## src/rtl/mem_dma_if.sv

```systemverilog
// ============================================================================
// Module   : mem_dma_if
// Brief    : Control and memory-bus bundle for the mem_dma block-copy engine.
// Revision : 1.0
// ============================================================================
`timescale 1ns/1ps
`default_nettype none

interface mem_dma_if;
    logic        start;
    logic [31:0] src;
    logic [31:0] dst;
    logic [15:0] count;
    logic        busy;
    logic        done;
    logic        err;
    logic [31:0] address;
    logic [31:0] memIn;
    logic [31:0] memOut;
    logic        read;
    logic        write;

    // The DMA engine masters the memory bus and serves the control requests.
    modport master (
        input  start, src, dst, count, memOut,
        output busy, done, err, address, memIn, read, write
    );

    modport slave (
        output start, src, dst, count, memOut,
        input  busy, done, err, address, memIn, read, write
    );
endinterface

`default_nettype wire

```

## src/rtl/mem_dma.sv

```systemverilog
// ============================================================================
// Module   : mem_dma
// Brief    : Word-at-a-time ascending memory block copy (read, then write).
// Revision : 1.0
// ============================================================================
`timescale 1ns/1ps
`default_nettype none

module mem_dma #(
    parameter int DEBUG = 0
) (
    input  wire logic  clk,
    input  wire logic  rst_n,
    mem_dma_if.master  bus
);

    typedef enum logic [1:0] {
        IDLE = 2'd0,
        RD   = 2'd1,
        WR   = 2'd2,
        DONE = 2'd3
    } state_t;

    state_t      r_state,     w_state_nxt;
    logic [31:0] r_cur_src,   w_cur_src_nxt;
    logic [31:0] r_cur_dst,   w_cur_dst_nxt;
    logic [15:0] r_remaining, w_remaining_nxt;
    logic [31:0] r_buf,       w_buf_nxt;
    logic        r_err,       w_err_nxt;

    always_ff @(posedge clk) begin
        if (!rst_n) begin
            r_state     <= IDLE;
            r_cur_src   <= 32'd0;
            r_cur_dst   <= 32'd0;
            r_remaining <= 16'd0;
            r_buf       <= 32'd0;
            r_err       <= 1'b0;
        end else begin
            r_state     <= w_state_nxt;
            r_cur_src   <= w_cur_src_nxt;
            r_cur_dst   <= w_cur_dst_nxt;
            r_remaining <= w_remaining_nxt;
            r_buf       <= w_buf_nxt;
            r_err       <= w_err_nxt;
        end
    end

    always_comb begin
        w_state_nxt     = r_state;
        w_cur_src_nxt   = r_cur_src;
        w_cur_dst_nxt   = r_cur_dst;
        w_remaining_nxt = r_remaining;
        w_buf_nxt       = r_buf;
        w_err_nxt       = r_err;

        case (r_state)
            IDLE: begin
                if (bus.start) begin
                    w_cur_src_nxt   = bus.src;
                    w_cur_dst_nxt   = bus.dst;
                    w_remaining_nxt = bus.count;
                    if ((bus.src[1:0] != 2'b00) || (bus.dst[1:0] != 2'b00)) begin
                        w_state_nxt = DONE;
                        w_err_nxt   = 1'b1;
                    end else if (bus.count == 16'd0) begin
                        w_state_nxt = DONE;
                        w_err_nxt   = 1'b0;
                    end else begin
                        w_state_nxt = RD;
                        w_err_nxt   = 1'b0;
                    end
                end
            end
            RD: begin
                w_buf_nxt   = bus.memOut;
                w_state_nxt = WR;
            end
            WR: begin
                // Address increments wrap modulo 2^32 by construction.
                w_cur_src_nxt   = r_cur_src + 32'd4;
                w_cur_dst_nxt   = r_cur_dst + 32'd4;
                w_remaining_nxt = r_remaining - 16'd1;
                w_state_nxt     = (r_remaining == 16'd1) ? DONE : RD;
            end
            DONE: begin
                w_state_nxt = IDLE;
            end
            default: begin
                w_state_nxt = IDLE;
            end
        endcase
    end

    assign bus.read    = (r_state == RD);
    assign bus.write   = (r_state == WR);
    assign bus.busy    = (r_state == RD) || (r_state == WR);
    assign bus.done    = (r_state == DONE);
    assign bus.err     = r_err;
    assign bus.memIn   = r_buf;
    assign bus.address = (r_state == RD) ? r_cur_src :
                         (r_state == WR) ? r_cur_dst : 32'd0;

    generate
        if (DEBUG != 0) begin : g_debug
            always_ff @(posedge clk) begin
                if (rst_n && (r_state == WR)) begin
                    $display("mem_dma: write addr=%08h data=%08h", r_cur_dst, r_buf);
                end
            end
        end
    endgenerate

endmodule

`default_nettype wire

```

## src/flat_wrapper.sv

```systemverilog
// flat-port wrapper written by rule: the top's interface ports become plain ports
module mem_dma_flat 
#(
    parameter int DEBUG = 0
)
  (clk, rst_n, bus_start, bus_src, bus_dst, bus_count, bus_memOut, bus_busy, bus_done, bus_err, bus_address, bus_memIn, bus_read, bus_write);
  mem_dma_if bus_i ();
  input  wire logic clk;
  input  wire logic rst_n;
  input wire logic [$bits(bus_i.start)-1:0] bus_start;
  input wire logic [$bits(bus_i.src)-1:0] bus_src;
  input wire logic [$bits(bus_i.dst)-1:0] bus_dst;
  input wire logic [$bits(bus_i.count)-1:0] bus_count;
  input wire logic [$bits(bus_i.memOut)-1:0] bus_memOut;
  output wire logic [$bits(bus_i.busy)-1:0] bus_busy;
  output wire logic [$bits(bus_i.done)-1:0] bus_done;
  output wire logic [$bits(bus_i.err)-1:0] bus_err;
  output wire logic [$bits(bus_i.address)-1:0] bus_address;
  output wire logic [$bits(bus_i.memIn)-1:0] bus_memIn;
  output wire logic [$bits(bus_i.read)-1:0] bus_read;
  output wire logic [$bits(bus_i.write)-1:0] bus_write;
  assign bus_i.start = bus_start;
  assign bus_i.src = bus_src;
  assign bus_i.dst = bus_dst;
  assign bus_i.count = bus_count;
  assign bus_i.memOut = bus_memOut;
  assign bus_busy = bus_i.busy;
  assign bus_done = bus_i.done;
  assign bus_err = bus_i.err;
  assign bus_address = bus_i.address;
  assign bus_memIn = bus_i.memIn;
  assign bus_read = bus_i.read;
  assign bus_write = bus_i.write;
  mem_dma #(.DEBUG(DEBUG)) u_core (.clk(clk), .rst_n(rst_n), .bus(bus_i));
endmodule
```

## config.mk

```make
export PLATFORM = sky130hd
export DESIGN_NAME = mem_dma_flat
export DESIGN_NICKNAME = d
export VERILOG_FILES = /design/src/rtl/mem_dma_if.sv /design/src/rtl/mem_dma.sv /design/src/flat_wrapper.sv
export SDC_FILE = /design/constraint.sdc
export NUM_CORES = 1
export LEC_CHECK = 0
export ABC_AREA = 1
export CAP_MARGIN = 15
export CORE_MARGIN = 3
export CORE_UTILIZATION = 35
export CTS_CLUSTER_DIAMETER = 60
export DETAILED_ROUTE_END_ITERATION = 16
export PLACE_DENSITY = 0.72
export SETUP_SLACK_MARGIN = 0.2
export SLEW_MARGIN = 20
export SYNTH_ARGS = -nofsm -noshare
export SYNTH_HDL_FRONTEND = slang
export SYNTH_SLANG_ARGS = --single-unit
```

## constraint.sdc

```tcl
create_clock -name clk -period 2.9 [get_ports clk]
set_clock_uncertainty 0.1 [all_clocks]
set_input_delay 0.58 -clock clk [delete_from_list [all_inputs] [get_ports clk]]
set_output_delay 0.58 -clock clk [all_outputs]
set_load 0.01 [all_outputs]
```

Word-level counts from Yosys, hierarchy flattened. Index checks and enable logic that the tools add are counted.

Flip-flop bits (word level): 115. Bits in latches: 0. Bits in writable memories: 0. Memory bits (read-only): 0. Bits of input ports: 115. Logic and storage cells: 37. Memories kept: 0.

Add/sub/neg operators: 3. Multiply operators: 0. Divide/modulo/power cells: 0. Order comparisons: 0. Equality and inequality tests: 5. Shifts and indexed selects: 0. Muxes and demuxes: 14. Bitwise operators: 0. Reductions and logical operators: 9.

Operator list (count): 2-to-1 mux 32 bit (4); case mux 32 bit (2 select lines) (2); adder 32 x 3 -> 32 bit (second input constant) (2); case mux 16 bit (2 select lines) (1); equality test 16 x 1 -> 1 bit (second input constant) (1); zero test 16 bit (1); 2-to-1 mux 16 bit (1); subtractor 16 x 1 -> 16 bit (second input constant) (1); 2-to-1 mux 2 bit (4); case mux 2 bit (4 select lines) (1); nonzero test 2 bit (3); equality test 2 bit (second input constant) (2); AND reduction 2 bit (2); equality test 2 x 1 -> 1 bit (second input constant) (1); zero test 2 bit (1); logical OR 1 bit (2); inequality test 2 bit (second input constant) (1); 2-to-1 mux 1 bit (1).

Longest topological paths before layout. Gate-level depths: netlist of the first run.

Word-level depth: 5. Mapped depth: 10.

Worst setup path before layout of the first run. Ideal clock, no wire load.

Path type: register to output. From: reg u_core.r_state[1]. To: out bus_address[0]. Arrival: 1.530 ns. Required time: 2.220 ns. Path slack: 0.690 ns. Cell stages (with the launch flop): 9. Path buffers: 3. Path through: dfxtp_1 inv_1 ha_1 clkbuf_1 inv_1 clkbuf_1 buf_2 nand3_1 nand2_1.

RTL lines: start: declaration (RTL line mem_dma.sv:24) `state_t r_state, w_state_nxt;`; start signal: assignment (RTL line mem_dma.sv:40) `r_state <= w_state_nxt;`; equality test 2 x 1 -> 1 bit; named net bus_read (RTL line flat_wrapper.sv:20) `output wire logic [$bits(bus_i.read)-1:0] bus_read;`; 2-to-1 mux 32 bit (RTL line mem_dma.sv:101) `assign bus.address = (r_state == RD) ? r_cur_src :`; end: declaration (RTL line flat_wrapper.sv:18) `output wire logic [$bits(bus_i.address)-1:0] bus_address;`.

The timed path passes the listed nets, and every way through them passes these cells.

Final worst setup path of the first run.
From: reg u_core.r_state[0]. To: out bus_address[0].

Word-level cells in the longest chain between the ends: 3.

Ends and longest elaborated chain: equality test 2 bit (RTL line mem_dma.sv:102) `(r_state == WR) ? r_cur_dst : 32'd0;`; 2-to-1 mux 32 bit (RTL line mem_dma.sv:102); 2-to-1 mux 32 bit * (RTL line mem_dma.sv:101).

Every way passes the cells marked *; elsewhere a longest branch is shown, timed or not.

==> results.md, run 1 <==
- Sequential power share: 35.3%
- Register bit total from synthesis: 115
- CTS Buffer Depth: 2
- Clk pwr share: 36.6%
- Sw Share: 35.5%
- Reg-to-reg startpoint: u_core.r_state[0]$_SDFFE_PN0P_
- Int Pwr: 3.79 mW
- GR Overflow Total: 0
- Number of global-route vias before repair: 8,087
- Min-Delay Path Class: flop to flop
- GRT Resource Usage Total: 23.1%
- Top post-synthesis cells by area: dfxtp_1 31%, nand2_1 16%, nor2_1 13%
- Core box area: 20,400 µm²
- CTS sink cnt: 115
- Design area: 10,100 µm²
- Num CTS Buffers: 17
- Starting Density: 35.9%
- Global placement routability congestion: 0.910
- Pwr dens: 579 nW/µm²
- Final WS setup: 0.308 ns
- Final #Nets: 1,530
- Post-Syn Nets: 1,363
- CP Launch Point: u_core.r_state[0]$_SDFFE_PN0P_
- Finish-stage setup viols: 0
- Die width: 151 µm
- Routed Antenna Nets: 0
- Hold-fix buffers at CTS: 0
- RSZ-0062 raised after global routing: false
- Status: finished clean
- WL per Instance: 15.9 µm
- Wire length of the first global-routing pass: 41.9 mm
- Clock-pin transition on the worst setup and hold timing paths: 0.06 ns
- ANT cells: 0
- Fin Hold WS: 0.363 ns
- Die Area: 22,800 µm²
- PortBufs: 183
- Maxcap violations: 0
- Post-synth top cells: 318 x nand2_1, 246 x nor2_1, 118 x o21ai_0
- Slew Viols, Final: 0
- Total Wirelength: 26.9 mm
- Critical Path Start Type: flop
- Clock latency on the worst-skew pair: 0.42 ns
- Largest net degree at the start of global routing: 56
- Hold Fails Final Rpt: 0
- Final min period: 2.59 ns
- Num ports: 184
- Setup crit end kind: primary output
- Chip height: 151 µm
- CP Max Fanout: 11
- FMAX: 386 MHz
- Placed cell areas: 9420 µm²
- Net Sw Power: 2.09 mW
- Async SR Flop Fraction: 0%
- Multi-input gate area: 4430 µm²
- Logic pwr share: 28.1%
- Final TNS setup: 0 ns
- Static Leak: 4.16 nW
- WS Path Type: flop to primary output
- Post-Synthesis Cells: 1,239
- P&R area growth vs syn: 38.2%
- CP Buf/Inv Count: 3
- Initial antenna violation count: 1
- DRT Pass-1 Iters: 7
- 1st-iter DRT viols: 848
- Worst Path Required: 2.22 ns
- Sequential-to-total area share from yosys stat: 31.4%
- Sequential cell area: 2300 µm²
- Dpl ws: 0.180 ns
- Site Rows: 52
- Htree depth: 4
- Avg Cell Area, Syn: 5.93 µm²
- Post-synthesis cell type count: 33
- Top delay family on crit path: buffers and inverters
- Dominant synthesized flop cell: dfxtp_1
- CTS tree: done
- Worst slew pin tran: 0.584 ns
- Ys Warns: 0
- Count leader, synth: nand2_1
- Synthesized area: 7340 µm²
- Root Buffer Master: clkbuf_16
- Detailed-placement wirelength estimate: 19.7 mm
- FILL cells: 2,100
- Layout cells sized above 1: 7.54%
- Remaining DRCs: 0
- Fin util: 49.7%
- Via-to-Cell Ratio: 5.22
- Arr. time, crit path: 1.91 ns
- Max_slew headroom: 61.1%
- Slowest cell on the critical path: clkdlybuf4s50_1
- CP Cell Sequence: inv_2 -> ha_4 -> buf_12 -> nand3_1 -> nand2_1 -> clkdlybuf4s50_1
- Final period util: 89.4%
- Maximum VDD drop: 0.344 mV
- Worst Hold Launch: u_core.r_remaining[2]$_SDFFE_PN0P_
- Synth area leader: dfxtp_1
- Critical path's largest stage delay: 0.53 ns
- Via count: 8,819
- Area share of the largest cell type after synthesis: 31.4%
- Post-synth EDFFs: 0
-- power groups by stage --
| stage | Clock, mW | Combinational, mW | Sequential, mW |
|---|---|---|---|
| after floorplan | 0 | 0.950 | 2.01 |
| after global placement | 0 | 1.57 | 2.09 |
| after detailed placement | 0 | 1.59 | 2.09 |
| after CTS | 2.17 | 1.62 | 2.06 |
| after global routing | 2.24 | 1.84 | 2.10 |
| final | 2.15 | 1.65 | 2.08 |
-- final cells by class --
cell class              count  share of cell area [%]
well taps                 270                    3.33
clock inverters            15                    1.71
multi-input cells         962                    43.7
flip-flops and latches    115                    22.7
repair buffers            213                    20.6
inverters                  97                    3.71
clock buffers              17                    4.19
-- cells in the final DEF, fill, tap and decap left out, drive strengths merged, types with 10 or more instances in the layout --
cell type,n
dfxtp,115
clkbuf,18
nand4,11
or2,10
clkdlybuf4s50,152
nor2,258
dlygate4sd2,28
nand3,102
o21ai,127
a21oi,72
inv,102
a31oi,11
nand2,324
buf,30
-- per-layer routing --
layer  global-route usage, %  vias to the layer above  part of all wire (%)
li1                        -                     4363                     -
met1                    29.0                     4038                    40
met2                    37.8                      358                    47
met3                    6.10                       58                   9.6
met4                    9.16                        2                   3.1
met5                       0                        -                 0.048
-- kinds of logic (layout without fill, tap and decap cells) --
family                   count (synthesis)  after routing  synth area share (%)
AND/OR/NAND/NOR                        714            714                  40.9
AO/OA/AOI/OAI                          239            239                  17.5
buffers and inverters                  162            342                  8.71
flip-flops                             115            115                  31.4
adder cells (fa/ha/maj)                  9              9                  1.53
-- stage by stage --
step                      cells  power (mW)
after detailed placement   1647        3.68
after CTS                  1686        5.85
final                      1689        5.88
after global placement     1647        3.66
after global routing       1689        6.18
after floorplan            1239        2.96
-- final timing paths --
path | end | depth (start not counted) | slack (ns)
max | bus_address[0] | 6 | 0.31
min | u_core.r_remaining[2]$_SDFFE_PN0P_ | 2 | 0.36
min reg2reg | u_core.r_remaining[2]$_SDFFE_PN0P_ | 2 | 0.36
max reg2reg | u_core.r_remaining[7]$_SDFFE_PN0P_ | 8 | 0.73
-- sequential cells by signal, summed over array words and instances, names as in the netlist --
register	count
u_core.bus.memIn	32
u_core.bus.err	1
u_core.r_remaining	16
u_core.r_cur_src	32
u_core.r_state	2
u_core.r_cur_dst	32
-- what timing repair did --
item | CTS | global route
endpoints found under the setup margin | 33 | 4
gates resized for setup | 41 | 5
setup buffers | 7 | 2
cloned | 0 | 1
-- tightest hold or removal path: cells and delay by family, from the launching register on --
family             cells  cell delay (ns)
and+or+nand+nor        1             0.06
AOI/OAI and AO/OA      1             0.05
DFF                    1             0.31
Note: power is estimated with default switching activity, not from simulation.
==> inputs of run 2 (changes only) <==
- CORE_UTILIZATION: 35 -> 54
- PLACE_DENSITY: 0.72 -> 0.95
==> run 2 against run 1 <==
Via count rose by 4.3%. Global-route usage rose by 13 points. Critical endpoint is now bus_address[9]. Die area fell by 34%. Critical path depth fell by 1. Wire length rose by 1.7%.
==> results.md, run 2 (same netlist as run 1, synthesis figures left out) <==
- 1st-iter DRT viols: 1,303 (+54%)
- Slowest cell on the critical path: dfxtp_1
- Via count: 9,196 (+4.3%)
- Remaining DRCs: 0 (unchanged)
- CP Max Fanout: 14 (+3)
- Site Rows: 41 (-21%)
- Maxcap violations: 0 (unchanged)
- Die width: 123 µm (-19%)
- Status: finished clean
- Num ports: 184 (unchanged)
- Clock-pin transition on the worst setup and hold timing paths: 0.06 ns (about the same)
- Die Area: 15,000 µm² (-34%)
- WL per Instance: 17.3 µm (+8.6%)
- Pwr dens: 587 nW/µm² (+1.2%)
- Number of global-route vias before repair: 8,400 (+3.9%)
- Starting Density: 56.6% (+21 points)
- Final WS setup: 0.290 ns (-0.0180 ns)
- PortBufs: 183 (unchanged)
- Htree depth: 4 (unchanged)
- Final period util: 90.0% (+0.62 points)
- CTS sink cnt: 115 (unchanged)
- Final cell count without fillers: 1,581 (-6.4%)
- CP Cell Sequence: ha_4 -> inv_2 -> bufbuf_16 -> o21ai_0 -> dlygate4sd2_1
- Wire length of the first global-routing pass: 42.5 mm (+1.4%)
- P&R area growth vs syn: 35.6%
- Top delay family on crit path: buffers and inverters
- Arr. time, crit path: 1.93 ns (+0.02 ns)
- Setup crit end kind: primary output
- Slew Viols, Final: 0 (unchanged)
- Clock latency on the worst-skew pair: 0.43 ns (about the same)
- Hold Fails Final Rpt: 0 (unchanged)
- CTS tree: done
- Via-to-Cell Ratio: 5.82 (+11%)
- FMAX: 383 MHz (-0.69%)
- Final TNS setup: 0 ns (unchanged)
- Placed Cells: 1,544 (-6.3%)
- WS Path Type: flop to primary output
- Worst slew pin tran: 0.627 ns (+0.0428 ns)
- Finish-stage setup viols: 0 (unchanged)
- RSZ-0062 raised after global routing: false
- Routed Antenna Nets: 0 (unchanged)
- FILL cells: 950 (-55%)
- Commonest non-fill, non-tap cell in the layout: nand2_1
- Static Leak: 4.12 nW (-0.88%)
- Critical path's largest stage delay: 0.44 ns (-0.09 ns)
- Largest net degree at the start of global routing: 89 (+59%)
- Num CTS Buffers: 17 (unchanged)
- Fin util: 76.7% (+27 points)
- CP Buf/Inv Count: 3 (unchanged)
- CTS Buffer Depth: 2 (unchanged)
- Layout cells sized above 1: 6.75% (-0.79 points)
- Final #Nets: 1,520 (-0.65%)
- Root Buffer Master: clkbuf_16
- Worst Path Required: 2.22 ns (about the same)
- GRT Resource Usage Total: 35.9% (+13 points)
- Dpl ws: 0.288 ns (+0.108 ns)
- GR Overflow Total: 0 (unchanged)
- Final min period: 2.61 ns (+0.0180 ns)
- Global placement routability congestion: 1.02 (+13%)
- Detailed-placement wirelength estimate: 18.6 mm (-5.4%)
- Max_slew headroom: 58.2% (-2.9 points)
- Most frequent cells in the layout: 318 x nand2_1, 246 x nor2_1, 150 x clkdlybuf4s50_1, 117 x o21ai_0, 114 x dfxtp_1
- Total Wirelength: 27.3 mm (+1.7%)
- Critical Path Start Type: flop
- Maximum VDD drop: 0.622 mV (+81%)
- DRT Pass-1 Iters: 6 (-1)
- Chip height: 123 µm (-19%)
- Min-Delay Path Class: flop to flop
- Initial antenna violation count: 0 (-1)
- Core box area: 13,000 µm² (-36%)
[run 2: through the flow]
stage	area [µm²]	hold slack [ns]	total power, mW
after floorplan	7340	0.339	2.96
after global routing	9950	0.388	6.08
after detailed placement	9310	0.355	3.67
final	9950	0.364	5.84
after global placement	9310	0.351	3.63
after CTS	9950	0.363	5.78
[run 2: final cells by class]
| type | count | area, µm² | area share (%) |
|---|---|---|---|
| clock inverter | 14 | 156 | 1.57 |
| timing repair buffer | 203 | 2050 | 20.6 |
| multi-input combinational | 962 | 4430 | 44.5 |
| antenna | 1 | 2.50 | 0.0251 |
| clock buffer | 17 | 425 | 4.27 |
| tap | 172 | 215 | 2.16 |
| sequential | 115 | 2300 | 23.1 |
| inverter | 97 | 364 | 3.66 |
[run 2: final timing paths]
| kind | startpoint | endpoint | slack [ns] | depth (start not counted) |
|---|---|---|---|---|
| max | u_core.r_state[0]$_SDFFE_PN0P_ | bus_address[9] | 0.29 | 5 |
| min reg2reg | u_core.r_remaining[2]$_SDFFE_PN0P_ | u_core.r_remaining[2]$_SDFFE_PN0P_ | 0.36 | 2 |
| min | u_core.r_remaining[2]$_SDFFE_PN0P_ | u_core.r_remaining[2]$_SDFFE_PN0P_ | 0.36 | 2 |
| max reg2reg | u_core.r_state[0]$_SDFFE_PN0P_ | u_core.r_cur_src[17]$_SDFFE_PN0P_ | 0.38 | 12 |
[run 2: worst min-delay path, stage by stage, from the launching register on]
cell     delay (ns)
dfxtp_1        0.31
nand2_1        0.06
a21oi_1        0.05
[run 2: per-layer routing]
| layer | track usage, % | vias to the layer above | part of all wire [%] |
|---|---|---|---|
| met5 | 0 | - | 0 |
| met4 | 21.3 | 0 | 6.0 |
| met3 | 9.31 | 127 | 10 |
| met2 | 57.9 | 590 | 47 |
| met1 | 43.2 | 4133 | 37 |
| li1 | - | 4346 | - |
[run 2: repair_timing]
action / in CTS / in global routing
setup buffers: 3 / 0
endpoints found under the setup margin: 32 / 3
pin swaps: 1 / 0
gates cloned: 2 / 0
hold buffers: 0 / 0
gates resized for setup: 36 / 2
[run 2: where the power goes]
group          leakage, nW  switching [mW]  total, mW  internal [mW]
clock                0.272           0.825       2.09           1.27
combinational         2.90           0.963       1.67          0.703
sequential           0.947           0.283       2.08           1.80
==> inputs of run 3 (changes only) <==
- CORE_MARGIN: 3 -> 2
- CORE_UTILIZATION: 54 -> 50
- PLACE_DENSITY: 0.95 -> 0.93
- clock period: 2.9 -> 2.7 ns (I/O delays scaled with it)
==> run 3 against run 2 <==
Via count shrank 0.66%. Combinational power grew 9%. Worst hold slack lost 0.0013 ns. Final cell count grew 1.3%. Die area grew 4.2%. Highest routed layer unchanged.
==> results.md, run 3 (same netlist as run 1, synthesis figures left out) <==
- Detailed-placement wirelength estimate: 18.1 mm (-2.8%)
- Static Leak: 4.14 nW (+0.31%)
- ANT cells: 0 (-1)
- Worst slew pin tran: 0.608 ns (-0.0189 ns)
- Setup crit end kind: primary output
- Min-Delay Endpoint: u_core.r_remaining[2]$_SDFFE_PN0P_
- R2R Setup Slk: 0.46 ns (+0.08 ns)
- CTS sink cnt: 115 (unchanged)
- Num CTS Buffers: 17 (unchanged)
- Via count: 9,135 (-0.66%)
- 1st-iter DRT viols: 1,276 (-2.1%)
- DRT Pass-1 Iters: 7 (+1)
- Wire length of the first global-routing pass: 42.4 mm (-0.23%)
- Via-to-Cell Ratio: 5.70 (-2.0%)
- M1 WL: 10.1 mm (+1.0%)
- Core box area: 14,400 µm² (+11%)
- Num ports: 184 (unchanged)
- Final min period: 2.51 ns
- Reg-to-reg startpoint: u_core.r_state[0]$_SDFFE_PN0P_
- PortBufs: 183 (unchanged)
- CTS tree: done
- Worst Path Required: 2.06 ns (-0.16 ns)
- Dpl ws: 0.101 ns (-0.187 ns)
- Placed cell areas: 9340 µm² (+0.38%)
- Design area: 10,100 µm² (+1.1%)
- Min-Delay Path Class: flop to flop
- Chip height: 125 µm (+2.1%)
- Status: finished clean
- Hold-fix buffers at CTS: 0 (unchanged)
- Hold Fails Final Rpt: 0 (unchanged)
- CTS Buffer Depth: 2 (unchanged)
- Layout cells sized above 1: 8.25% (+1.5 points)
- Critical Path Start Type: flop
- WL per Instance: 16.7 µm (-3.4%)
- Commonest non-fill, non-tap cell in the layout: nand2_1
- Htree depth: 4 (unchanged)
- Fin Hold WS: 0.363 ns (-0.00128 ns)
- Slew Viols, Final: 0 (unchanged)
- Global placement routability congestion: 1.00 (-2.2%)
- Final TNS setup: 0 ns (unchanged)
- Initial antenna violation count: 0 (unchanged)
- Final #Nets: 1,529 (+0.59%)
- DR top layer: met4
- Cell count of the worst hold path: 2 (unchanged)
- FMAX: 398 MHz
- Max_slew headroom: 59.5% (+1.3 points)
- Clock-pin transition on the worst setup and hold timing paths: 0.06 ns (about the same)
- Clock latency on the worst-skew pair: 0.43 ns (about the same)
- P&R area growth vs syn: 37.1%
- WS Path Type: flop to primary output
- RSZ-0062 raised after global routing: true
- CP Max Fanout: 19 (+5)
- Pwr dens: 634 nW/µm² (+8.1%)
- Maximum VDD drop: 0.449 mV (-28%)
- Worst R2R End: u_core.r_remaining[7]$_SDFFE_PN0P_
- Arr. time, crit path: 1.87 ns (-0.06 ns)
- Root Buffer Master: clkbuf_16
- GR Overflow Total: 0 (unchanged)
- Remaining DRCs: 0 (unchanged)
- Routed Antenna Nets: 0 (unchanged)
- Finish-stage setup viols: 0 (unchanged)
- Wire length on met3: 2.83 mm (-1.5%)
- Starting Density: 50.9% (-5.7 points)
- Die Area: 15,700 µm² (+4.2%)
- Detail Route met2 WL: 12.5 mm (-3.0%)
- Maxcap violations: 0 (unchanged)
- Site Rows: 44 (+7.3%)
- Total Wirelength: 26.8 mm (-2.1%)
- Worst Hold Launch: u_core.r_remaining[2]$_SDFFE_PN0P_
- Reg2reg path depth: 9 (-3)
- Final WS setup: 0.190 ns (-0.0994 ns)
- Largest net degree at the start of global routing: 53 (-40%)
- Die width: 125 µm (+2.1%)
- GRT Resource Usage Total: 33.5% (-2.4 points)
- Number of global-route vias before repair: 8,568 (+2.0%)
- Most frequent cells in the layout: 318 x nand2_1, 246 x nor2_1, 150 x clkdlybuf4s50_1, 113 x dfxtp_1, 107 x o21ai_0
- Final period util: 93.0%
run 3: cell count changes in the layout (fill, tap and decap cells not counted), sizes merged:
cell | before | now
buf | 19 | 35
dlygate4sd2 | 31 | 16
clkdlybuf4s15 | 0 | 7
inv | 100 | 104
clkinvlp | 4 | 1
clkbuf | 17 | 19
bufbuf | 2 | 3
clkinv | 5 | 4
diode | 1 | 0
dlymetal6s2s | 1 | 0
run 3: stage by stage:
step | utilization, % | std cells | power, mW
floorplan | - | 1239 | 3.18
CTS | 69.9 | 1601 | 6.31
global route | 69.8 | 1602 | 6.65
global placement | 64.8 | 1562 | 3.88
finish | 69.8 | 1602 | 6.38
detailed placement | 64.8 | 1562 | 3.93
run 3: report_power, final:
part / total, mW / switching [mW] / internal (mW)
sequential: 2.22 / 0.292 / 1.93
clock: 2.34 / 0.927 / 1.41
combinational: 1.82 / 1.04 / 0.782
run 3: final cells by class:
cell class / instances / area (µm²)
clock buffer: 18 / 439
clock inverter: 14 / 166
fill: 1154 / 4360
inverter: 97 / 372
multi-input combinational: 962 / 4430
sequential: 115 / 2300
tap: 184 / 230
timing repair buffer: 212 / 2120
run 3: how the worst max path moves through the flow:
stage,slack [ns],start,end,cells past startpoint
after floorplan,0.53,u_core.r_state[1]$_SDFFE_PN0P_,bus_address[0],8
after global placement,0.16,u_core.r_state[0]$_SDFFE_PN0P_,bus_address[15],5
after detailed placement,0.10,u_core.r_state[0]$_SDFFE_PN0P_,u_core.r_remaining[7]$_SDFFE_PN0P_,9
after CTS,0.15,u_core.r_state[1]$_SDFFE_PN0P_,bus_address[28],6
after global routing,0.15,u_core.r_state[0]$_SDFFE_PN0P_,bus_write,4
final,0.19,u_core.r_state[0]$_SDFFE_PN0P_,bus_write,4
run 3: layer usage:
metal / track usage (%) / up-vias
li1: - / 4359
met5: 0 / -
met4: 18.6 / 0
met2: 55.7 / 533
met1: 39.1 / 4128
met3: 9.41 / 115
run 3: worst max-delay path, stage by stage, from the launching register on:
cell and delay, ns:
dfxtp_2 0.36, inv_2 0.10, ha_4 0.20, buf_8 0.21, clkdlybuf4s50_1 0.57
run 3: what timing repair did:
item / 4_1_cts / 5_1_grt
cloned: 3 / 0
setup buffers: 4 / 1
endpoints found under the setup margin: 40 / 21
resized for setup: 67 / 21
